File: src/rtl/regfile_wb_queue.sv
// ---------------------------------------------------------------------------
// regfile_wb_queue
//
// Write-side front end of the 32x32 register file. Owns the single write
// port (rf_wr / rf_addr / rf_data) and merges two result sources onto it:
//   - port A: in-order pipeline writeback, never stalls, strict priority
//   - port B: long-latency results, buffered in a DEPTH-entry FIFO
// A per-register pending scoreboard lets decode stall on registers that
// are still waiting for a B result.
//
// Optional feature macro: WBQ_ERR_CHK_EN
//   defined   -> sticky 'err' output flags scoreboard misuse
//   undefined -> no err port and no err logic
//
// Handshake: on port B a beat transfers at a rising clk edge when
//   b_valid && b_ready. b_ready depends only on FIFO fullness (never on
//   a same-cycle pop), and b_valid must not depend on b_ready.
//
// Ports
//   clk              rising-edge clock
//   reset            asynchronous, active-low; clears all state
//   a_wr/a_addr/a_data   pipeline writeback (always accepted)
//   b_valid/b_addr/b_data/b_ready   long-latency result handshake
//   rf_wr/rf_addr/rf_data   registered register-file write port
//   mark_en/mark_addr       set pending bit for an issued B-class op
//   chk_addr1/chk_addr2     decode source registers to check
//   busy1/busy2             pending bit of the checked registers ($0 -> 0)
//   fifo_cnt                FIFO occupancy
//   err                     sticky error (WBQ_ERR_CHK_EN only)
// ---------------------------------------------------------------------------
module regfile_wb_queue #(
    parameter int DEPTH = 4,
    parameter int DW    = 32,
    parameter int AW    = 5
) (
    input  logic                     clk,
    input  logic                     reset,
    input  logic                     a_wr,
    input  logic [AW-1:0]            a_addr,
    input  logic [DW-1:0]            a_data,
    input  logic                     b_valid,
    input  logic [AW-1:0]            b_addr,
    input  logic [DW-1:0]            b_data,
    output logic                     b_ready,
    output logic                     rf_wr,
    output logic [AW-1:0]            rf_addr,
    output logic [DW-1:0]            rf_data,
    input  logic                     mark_en,
    input  logic [AW-1:0]            mark_addr,
    input  logic [AW-1:0]            chk_addr1,
    input  logic [AW-1:0]            chk_addr2,
    output logic                     busy1,
    output logic                     busy2,
    output logic [$clog2(DEPTH):0]   fifo_cnt
`ifdef WBQ_ERR_CHK_EN
    ,
    output logic                     err
`endif
);

    localparam int PW   = $clog2(DEPTH);
    localparam int CW   = PW + 1;
    localparam int NREG = 1 << AW;

    // FIFO storage and pointers (pointers wrap naturally: DEPTH is 2**PW)
    logic [AW-1:0]   r_fifo_addr [DEPTH];
    logic [DW-1:0]   r_fifo_data [DEPTH];
    logic [PW-1:0]   r_wptr;
    logic [PW-1:0]   r_rptr;
    logic [CW-1:0]   r_cnt;

    // Registered write port
    logic            r_rf_wr;
    logic [AW-1:0]   r_rf_addr;
    logic [DW-1:0]   r_rf_data;

    // Pending scoreboard, one bit per architectural register
    logic [NREG-1:0] r_pend;
    logic [NREG-1:0] w_pend_nxt;

    logic            w_full;
    logic            w_empty;
    logic            w_push;
    logic            w_pop;
    logic [AW-1:0]   w_head_addr;
    logic [DW-1:0]   w_head_data;
    logic            w_pend_clr;
    logic            w_mark_set;

    assign w_full      = (r_cnt == CW'(DEPTH));
    assign w_empty     = (r_cnt == '0);
    assign w_push      = b_valid && !w_full;
    // B only drains in cycles where A is idle
    assign w_pop       = !a_wr && !w_empty;
    assign w_head_addr = r_fifo_addr[r_rptr];
    assign w_head_data = r_fifo_data[r_rptr];
    assign w_pend_clr  = w_pop && (w_head_addr != '0);
    assign w_mark_set  = mark_en && (mark_addr != '0);

    // Storage is not reset: contents are only observed through r_cnt/r_rptr
    always_ff @(posedge clk) begin
        if (w_push) begin
            r_fifo_addr[r_wptr] <= b_addr;
            r_fifo_data[r_wptr] <= b_data;
        end
    end

    always_ff @(posedge clk or negedge reset) begin
        if (!reset) begin
            r_wptr <= '0;
            r_rptr <= '0;
            r_cnt  <= '0;
        end else begin
            if (w_push) r_wptr <= r_wptr + 1'b1;
            if (w_pop)  r_rptr <= r_rptr + 1'b1;
            case ({w_push, w_pop})
                2'b10:   r_cnt <= r_cnt + 1'b1;
                2'b01:   r_cnt <= r_cnt - 1'b1;
                default: r_cnt <= r_cnt;
            endcase
        end
    end

    // Output selection: A wins, else pop the FIFO head, else idle (hold addr/data).
    // Writes targeting $0 are presented with rf_wr low.
    always_ff @(posedge clk or negedge reset) begin
        if (!reset) begin
            r_rf_wr   <= 1'b0;
            r_rf_addr <= '0;
            r_rf_data <= '0;
        end else if (a_wr) begin
            r_rf_wr   <= (a_addr != '0);
            r_rf_addr <= a_addr;
            r_rf_data <= a_data;
        end else if (w_pop) begin
            r_rf_wr   <= (w_head_addr != '0);
            r_rf_addr <= w_head_addr;
            r_rf_data <= w_head_data;
        end else begin
            r_rf_wr   <= 1'b0;
        end
    end

    // Clear applied first so that a same-cycle mark of the same register wins
    always_comb begin
        w_pend_nxt = r_pend;
        if (w_pend_clr) w_pend_nxt[w_head_addr] = 1'b0;
        if (w_mark_set) w_pend_nxt[mark_addr]   = 1'b1;
    end

    always_ff @(posedge clk or negedge reset) begin
        if (!reset) begin
            r_pend <= '0;
        end else begin
            r_pend <= w_pend_nxt;
        end
    end

`ifdef WBQ_ERR_CHK_EN
    logic r_err;
    logic w_err_mark;
    logic w_err_pop;

    // Double mark is only an error if the register is not retiring this cycle
    assign w_err_mark = w_mark_set && r_pend[mark_addr] &&
                        !(w_pend_clr && (w_head_addr == mark_addr));
    assign w_err_pop  = w_pend_clr && !r_pend[w_head_addr];

    always_ff @(posedge clk or negedge reset) begin
        if (!reset) begin
            r_err <= 1'b0;
        end else if (w_err_mark || w_err_pop) begin
            r_err <= 1'b1;
        end
    end

    assign err = r_err;
`endif

    assign b_ready  = !w_full;
    assign rf_wr    = r_rf_wr;
    assign rf_addr  = r_rf_addr;
    assign rf_data  = r_rf_data;
    assign fifo_cnt = r_cnt;
    assign busy1    = (chk_addr1 != '0) && r_pend[chk_addr1];
    assign busy2    = (chk_addr2 != '0) && r_pend[chk_addr2];

endmodule

File: config.mk
export PLATFORM = sky130hd
export DESIGN_NAME = regfile_wb_queue
export DESIGN_NICKNAME = d
export VERILOG_FILES = /design/src/rtl/regfile_wb_queue.sv
export SDC_FILE = /design/constraint.sdc
export NUM_CORES = 1
export LEC_CHECK = 0
export BUFFER_PORTS_ARGS = -buffer_cell sky130_fd_sc_hd__buf_2
export CAP_MARGIN = 15
export CORE_ASPECT_RATIO = 0.8
export CORE_MARGIN = 5
export CORE_UTILIZATION = 25
export CTS_CLUSTER_SIZE = 28
export DETAILED_ROUTE_END_ITERATION = 8
export GPL_ROUTABILITY_DRIVEN = 0
export HOLD_SLACK_MARGIN = 0.1
export PLACE_DENSITY = 0.53
export SLEW_MARGIN = 10
export SYNTH_ARGS = -nofsm -noshare
export SYNTH_HDL_FRONTEND = slang
export SYNTH_SLANG_ARGS = --single-unit
File: constraint.sdc
create_clock -name clk -period 1.9 [get_ports clk]
set_clock_uncertainty 0.1 [all_clocks]
set_input_delay 0.095 -clock clk [delete_from_list [all_inputs] [get_ports clk]]
set_output_delay 0.095 -clock clk [all_outputs]
set_load 0.03 [all_outputs]
# Word level (Yosys, flattened, before mapping)
# Memories as Yosys holds them, arrays and structs flattened.
# Index checks and enable logic that the tools add are counted.
op_classes:
  n_reduce_logical: 19
  n_mux: 19
  bitwise: 3
  eq_ne: 3
  order_cmp: 6
  addsub: 4
ops:
  columns: ["cell", "n"]
  rows:
  - ["$mux W32", 4]
  - ["$and A32 B32 Y32", 1]
  - ["$not A32 Y32", 1]
  - ["$or A32 B32 Y32", 1]
  - ["$reduce_bool A5 Y1", 5]
  - ["$lt A5 B6 Y1 const B", 4]
  - ["$bmux W1 S5", 2]
  - ["$demux W1 S5", 2]
  - ["$ge A5 B1 Y1 const B", 2]
  - ["$mux W5", 2]
  - ["$logic_and A1 B1 Y1", 8]
  - ["$mux W1", 8]
  - ["$pmux W3 S2", 1]
  - ["$add A2 B1 Y2 const B", 2]
  - ["$reduce_bool A2 Y1", 2]
  - ["$add A3 B1 Y3 const B", 1]
  - ["$eq A3 B3 Y1 const B", 1]
  - ["$logic_not A1 Y1", 3]
  - ["$logic_not A3 Y1", 1]
  - ["$sub A3 B1 Y3 const B", 1]
  - ["$eq A2 B1 Y1 const B", 1]
  - ["$eq A2 B2 Y1 const B", 1]
word_totals:
  mem_count: 2
  in_bits: 94
  reg_bits: 77
  ramBits: 148
memory_table:
  columns: ["memory", "words", "width", "read_ports", "rd_clocked_by_memory_dff", "wr", "line", "source"]
  rows:
  - ["r_fifo_data", 4, 32, 1, 0, 1, "67", "logic [DW-1:0] r_fifo_data [DEPTH];"]
  - ["r_fifo_addr", 4, 5, 1, 0, 1, "66", "logic [AW-1:0] r_fifo_addr [DEPTH];"]

# Depth between registers and ports, before layout
# Gate-level depths: netlist of the first run.
# An unclocked memory read counts as a cell.
logic_depth:
  depth_word: 10
  mapped_depth: 10
  ltp_nobuf: 10

# Worst setup path after synthesis of the first run
# Ideal clock, no wire load.
synth_path:
  path_type: "reg-to-reg"
  start: "register r_cnt[0] (netlist: fifo_cnt[0])"
  end: "memory r_fifo_addr[0][0], enable pin"
  path_slack_ns: -0.621
  t_arrival_ns: 2.023
  setup_ns: 0.398
  period_less_slack_ns: 2.521
  path_stages_with_launch: 4
  path_cell_list: "dfrtp_1 > inv_1 > nand3_1 > and3_1"
synth_between:
  elab_chain_len: 5
synth_lines:
  columns: ["item", "line", "source"]
  rows:
  - ["from (decl)", "70", "logic [CW-1:0] r_cnt;"]
  - ["from (signal assigned)", "117", "2'b10: r_cnt <= r_cnt + 1'b1;"]
  - ["from (signal assigned)", "118", "2'b01: r_cnt <= r_cnt - 1'b1;"]
  - ["from (signal assigned)", "119", "default: r_cnt <= r_cnt;"]
  - ["$eq A3 B3 Y1", "90", "assign w_full = (r_cnt == CW'(DEPTH));"]
  - ["$logic_not A1 Y1", null, null]
  - ["named net b_ready", "44", "output logic b_ready,"]
  - ["$logic_and A1 B1 Y1", "92", "assign w_push = b_valid && !w_full;"]
  - ["$mux W1", "102", "if (w_push) begin"]
  - ["$mux W1 (implied by the code)", "103", "r_fifo_addr[r_wptr] <= b_addr;"]
  - ["to (decl)", "66", null]
# The timed path passes the listed nets, and every way through them passes these cells.

# Worst setup path in the final report of the first run
layout_path:
  start: "register r_pend[13]"
  end: "output busy1"
layout_between:
  elab_chain_len: 3
layout_lines:
  columns: ["item", "line", "source"]
  rows:
  - ["from (decl)", "78", "logic [NREG-1:0] r_pend;"]
  - ["from (signal assigned)", "155", "r_pend <= w_pend_nxt;"]
  - ["$bmux W1 S5", "185", "assign busy1 = (chk_addr1 != '0) && r_pend[chk_addr1];"]
  - ["$mux W1 (implied by the code)", "185", null]
  - ["$logic_and A1 B1 Y1", "185", null]
  - ["to (decl)", "52", "output logic busy1,"]
# No other way between the ends. The select of a mux whose other input is x is not followed.

==> impl_metrics.ini, run 1 <==
[cts]
htreeDepth = 1
cts-root-buf = clkbuf_16
cts_buffer_depth = 3
clkTransAtPathRegs_ns = 0.06
cts_buffers = 25
clk_latency_ns = 0.54
cts_tree = yes
clock_sinks = 224

[grt]
grt_pass1_vias = 6314
antenna_found_initial = 3
grt_max_degree = 49
grt.total_usage_pct = 11.71
grt_pass1_wl_um = 37900
grt.overflow.total = 0

[sta]
timing.fmax_ghz = 0.4418
worst_slack_ns = -0.3636
finalSetupViolations = 33
finalSetupTns_ns = -3.746
fin_crit_sh_pct = 119.1
worst_pin_slew_ns = 0.6426
rsz0062_at_grt = true
fin_crit_ns = 2.264
final_max_slew_viol_count = 0
hold_viol_final = 0
relSlewSlack_pct = 57.07

[detailed_routing]
wl_met3_um = 1271
wl_per_cell_um = 18.19
vias = 6110
routed_via_density = 4.412
drt_iter0_markers = 367
maxUsedRoutingLayer = met5
wl_met1_um = 11380
wl_met2_um = 11980
ant_nets = 0
drc = 0
wirelength_um = 25190
first_pass_iters = 4

[placement]
post-dp-hpwl_um = 16850
post_dp_cell_area_sq_um = 11120
io_buffers = 137

[synth]
syn-num-nets = 695
synth_edf_count = 148
synthCells = 595
yosysWarnings = 0
ys_types = 48
seq_area_frac_synth_pct = 67.33
async_reset_ff_share_pct = 33.93
synth_area_sq_um = 9425
postSynthAreaPerCell_sq_um = 15.84
synthFlopType = edfxtp_1
ys_ff_latch = 224

[final_layout]
n_fill_cell = 3584
final_area_sq_um = 13320
fin_util_pct = 35.87
syn_to_final_growth_pct = 41.30
multiInputGateArea_sq_um = 3187
final_nets = 977
final_layout_size_suffix_gt1_share_pct = 40.07
layout_common_cells = edfxtp_1 (148), buf_2 (134), dlygate4sd3_1 (90)
area.sequential_sq_um = 6355
final_common_cell = edfxtp_1

[power]
power.leakage_uw = 0.005090
power_density_nw_per_um2 = 1491
power.total_uw = 19860
peakVddDrop_mv = 0.7281

[floorplanning]
ios = 138
fp.dieArea_sq_um = 41710
start_util_pct = 25.39
die_x_um = 227.1
rows = 63
die_h_um = 183.7
core_sq_um = 37130

[setup_path]
path_max_fanout = 3
worstSetupPathType = reg -> out
arrival_ns = 2.07
worstPathRequired_ns = 1.70
end_kind = primary output
setup.worst_path.start_class = flip-flop

[outcome]
violations = setup timing
status = finished with violations

[run]
drv_cap = 0

[min_path]
min_path_type = in -> reg
[worst max-delay path: stages (launching register included)]
cell and delay, ns:
dfrtp_1 0.40, mux4_2 0.51, nor3b_2 0.19, a21oi_2 0.05, o2111a_1 0.24, buf_6 0.14
[sequential cells by signal (all words and copies together), names as in the netlist]
register	flops
rf_wr	1
rf_data	32
r_fifo_data	128
fifo_cnt	3
r_fifo_addr	20
r_wptr	2
r_pend	31
r_rptr	2
rf_addr	5
[cells in the mapped netlist (2+ instances only)]
cell type  count  share of area (%)
mux2i_1       34                3.6
o31ai_1       10               0.80
buf_2          7               0.37
a222oi_1       4               0.42
nand3_1        6               0.32
nand2_1       82                3.3
dfrtp_1       76                 20
nor3_1         2               0.11
edfxtp_1     148                 47
mux2_2         3               0.36
o21ai_0       56                3.0
a22oi_1        3               0.24
and3b_1        4               0.37
mux4_1         2               0.56
and3_1         5               0.33
nor2_1         7               0.28
o211ai_1       2               0.16
mux4_2        49                 12
xnor2_1        4               0.37
buf_1          4               0.16
or2_2          2               0.13
clkbuf_1      13               0.52
xor2_1         2               0.19
ha_1           5               0.66
nand3b_1       4               0.32
a21oi_1        4               0.21
o2111a_1       2               0.24
inv_1         19               0.76
o221ai_1       6               0.56
nor3b_1       11               0.88
or3_1          2               0.13
[area by class of cell]
type	count	area share (%)
antenna	2	0.03758
clock buffer	27	4.754
clock inverter	19	1.353
inverter	20	0.6013
multi-input combinational	326	23.93
sequential	224	47.72
tap	487	4.575
timing repair buffer	280	17.03
[final timing paths]
path	start	endpoint	slack, ns	depth (start not counted)
worst max-delay path	r_pend[13]	busy1	-0.36	5
worst min-delay path	b_data[4]	r_fifo_data[1][4]	0.20	2
worst max register to register	r_rptr[0]	r_pend[17]	-0.21	4
worst min register to register	rf_data[5]	rf_data[5]	0.38	2
max in group asynchronous	reset	r_rptr[1]	0.85	4
min in group asynchronous	reset	rf_data[23]	0.54	4
[through the flow]
step,setup slack [ns],hold WS [ns],cells
2_1_floorplan,-0.1691,-0.3006,595
3_3_place_gp,-0.09715,-0.01028,1235
3_5_place_dp,-0.1408,-0.004638,1235
4_1_cts,-0.3766,0.1738,1374
5_1_grt,-0.4367,0.1867,1385
6_report,-0.3636,0.2040,1385
[kinds of logic (layout without fill, tap and decap cells)]
| group | after synthesis | count (layout) | synth area share, % |
|---|---|---|---|
| buffers and inverters | 45 | 346 | 1.965 |
| DFF | 224 | 224 | 67.33 |
| and+or+nand+nor | 137 | 137 | 7.248 |
| xor gates and xnor gates | 6 | 6 | 0.5575 |
| other | 0 | 2 | 0 |
| adders and majority gates | 6 | 6 | 0.8762 |
| muxes | 88 | 88 | 16.24 |
| AOI/OAI and AO/OA | 89 | 89 | 5.788 |
[repair_timing]
item	4_1_cts	5_1_grt
hold endpoints to repair	298	0
pin swaps	18	23
gates resized for setup	28	55
buffers inserted	1	11
cloned	1	2
setup endpoints to repair	43	52
hold buffers	91	0
[layer usage]
metal | vias up | GRT usage (%)
met1 | 3047 | 16.17
met3 | 36 | 2.506
li1 | 2882 | -
met5 | - | 0
met2 | 143 | 18.99
met4 | 2 | 2.822
[where the power goes]
part | total [uW] | internal (uW) | switching [uW] | leakage (uW)
clock network | 4790 | 2730 | 2060 | 0.000387
registers | 7420 | 6670 | 750 | 0.00223
logic | 7650 | 3510 | 4140 | 0.00247
total | 19900 | 12900 | 6950 | 0.00509
(Power assumes the default switching activity.)
==> run 2, diff against run 1 <==
CTS_CLUSTER_DIAMETER = 150   (was not set)
RECOVER_POWER = 25   (was not set)
==> impl_metrics.ini, run 2 (synthesis gave the netlist of run 1 again) <==
[setup_path]
arrival_ns = 2.04
setup.worst_path.start_class = flip-flop
crit_buf_inv = 1
end_kind = primary output
crit_family = multiplexers
crit_chain = mux4_2, nor3b_2, a21oi_2, o2111a_1, buf_6
path_max_fanout = 3
max_stage_delay_ns = 0.51
worstPathRequired_ns = 1.70
worstSetupPathType = reg -> out
r2r-start = r_rptr[0]
startpoint = r_pend[13]
critPathSlowestCell = mux4_2

[final_layout]
syn_to_final_growth_pct = 35.66
final_common_cell = edfxtp_1
n_fill_cell = 3638
multiInputGateArea_sq_um = 3176
final_nets = 967
top_register = r_fifo_data
stdcell_count = 1359
final_layout_size_suffix_gt1_share_pct = 34.56
area.sequential_sq_um = 6355
layout_common_cells = edfxtp_1 (148), buf_2 (105), dlygate4sd3_1 (90)
largest_register_ffs = 128

[detailed_routing]
drc = 0
vias = 6034
first_pass_iters = 5
routed_via_density = 4.440
drt_iter0_markers = 365
wirelength_um = 24960
wl_per_cell_um = 18.37
ant_nets = 0

[floorplanning]
rows = 63
die_h_um = 183.7
ios = 138
core_sq_um = 37130
start_util_pct = 25.39
die_x_um = 227.1
fp.dieArea_sq_um = 41710

[cts]
cts_buffers = 11
cts_buffer_depth = 3
cts_tree = yes
htreeDepth = 1
clock_sinks = 224
clkTransAtPathRegs_ns = 0.12
cts-root-buf = clkbuf_16
clk_latency_ns = 0.48

[grt]
grt.total_usage_pct = 11.41
antenna_found_initial = 2
grt_pass1_vias = 6213
met3_usage_pct = 2.203
grt.overflow.total = 0
grt_max_degree = 49
use_met2_pct = 18.90
met1_usage_pct = 16.03
grt_pass1_wl_um = 37230
grt-busiest-layer = met2

[run]
drv_cap = 0

[placement]
post-dp-hpwl_um = 16850
pre_cts_slack_ns = -0.1408
place_inst = 1235
io_buffers = 137

[sta]
hold_viol_final = 0
final_max_slew_viol_count = 0
rsz0062_at_grt = true
finalSetupViolations = 33
fin_crit_sh_pct = 117.4
relSlewSlack_pct = 56.86
worst_pin_slew_ns = 0.6458
timing.fmax_ghz = 0.4484
worst_slack_ns = -0.3301
fin_crit_ns = 2.230

[min_path]
hp-start = a_addr[4]
min_path_type = in -> reg

[power]
power_density_nw_per_um2 = 1387
peakVddDrop_mv = 0.6819
power.leakage_uw = 0.004784

[outcome]
status = finished with violations
violations = setup timing
## run 2: layer usage
layer / vias up / share of wire (%)
met5: - / 0.052
met4: 2 / 1.4
met3: 21 / 4.5
met2: 117 / 48
met1: 3052 / 46
li1: 2842 / -
## run 2: path summary, 6_finish.rpt
check                                    to  slack [ns]  cells after the start
worst max-delay path                  busy1       -0.33                      5
worst min-delay path             rf_addr[4]        0.30                      4
worst max register to register   r_pend[17]       -0.22                      4
worst min register to register   rf_data[5]        0.39                      2
max in group asynchronous         r_rptr[0]        0.80                      4
min in group asynchronous       rf_data[23]        0.59                      4
## run 2: per-stage QoR
| stage | util (%) | area (sq um) | hold WS, ns | setup TNS (ns) | power [uW] |
|---|---|---|---|---|---|
| floorplan | - | 9487 | -0.3006 | -0.8402 | 11520 |
| global placement | 29.95 | 11120 | -0.01028 | -1.124 | 14010 |
| detailed placement | 29.95 | 11120 | -0.004638 | -2.524 | 14130 |
| CTS | 33.64 | 12490 | 0.2490 | -2.769 | 17260 |
| global route | 34.44 | 12790 | 0.2850 | -6.892 | 18740 |
| finish | 34.44 | 12790 | 0.2989 | -4.350 | 17730 |
## run 2: layout make-up
type	count	share of cell area, %
inverters	20	0.6263
clock buffers	17	2.329
multi-input cells	326	24.84
flip-flops and latches	224	49.70
repair buffers	284	17.72
well taps	487	4.766
diodes	1	0.01957
## run 2: timing repair
action,CTS,global route
setup endpoints to repair,51,61
gates resized for setup,28,57
hold buffers,91,0
setup buffers,2,13
hold endpoints to repair,298,0
gates cloned,1,2
pin swaps,19,18
## run 2: power breakdown
group	switching, uW	total, uW	internal [uW]
logic	4170	7730	3560
clock network	1490	2590	1100
registers	747	7400	6650
total	6410	17700	11300
## run 2: worst min-delay path: stages
cell           delay, ns
dlygate4sd3_1       0.52
buf_2               0.11
a222oi_1            0.09
inv_1               0.05
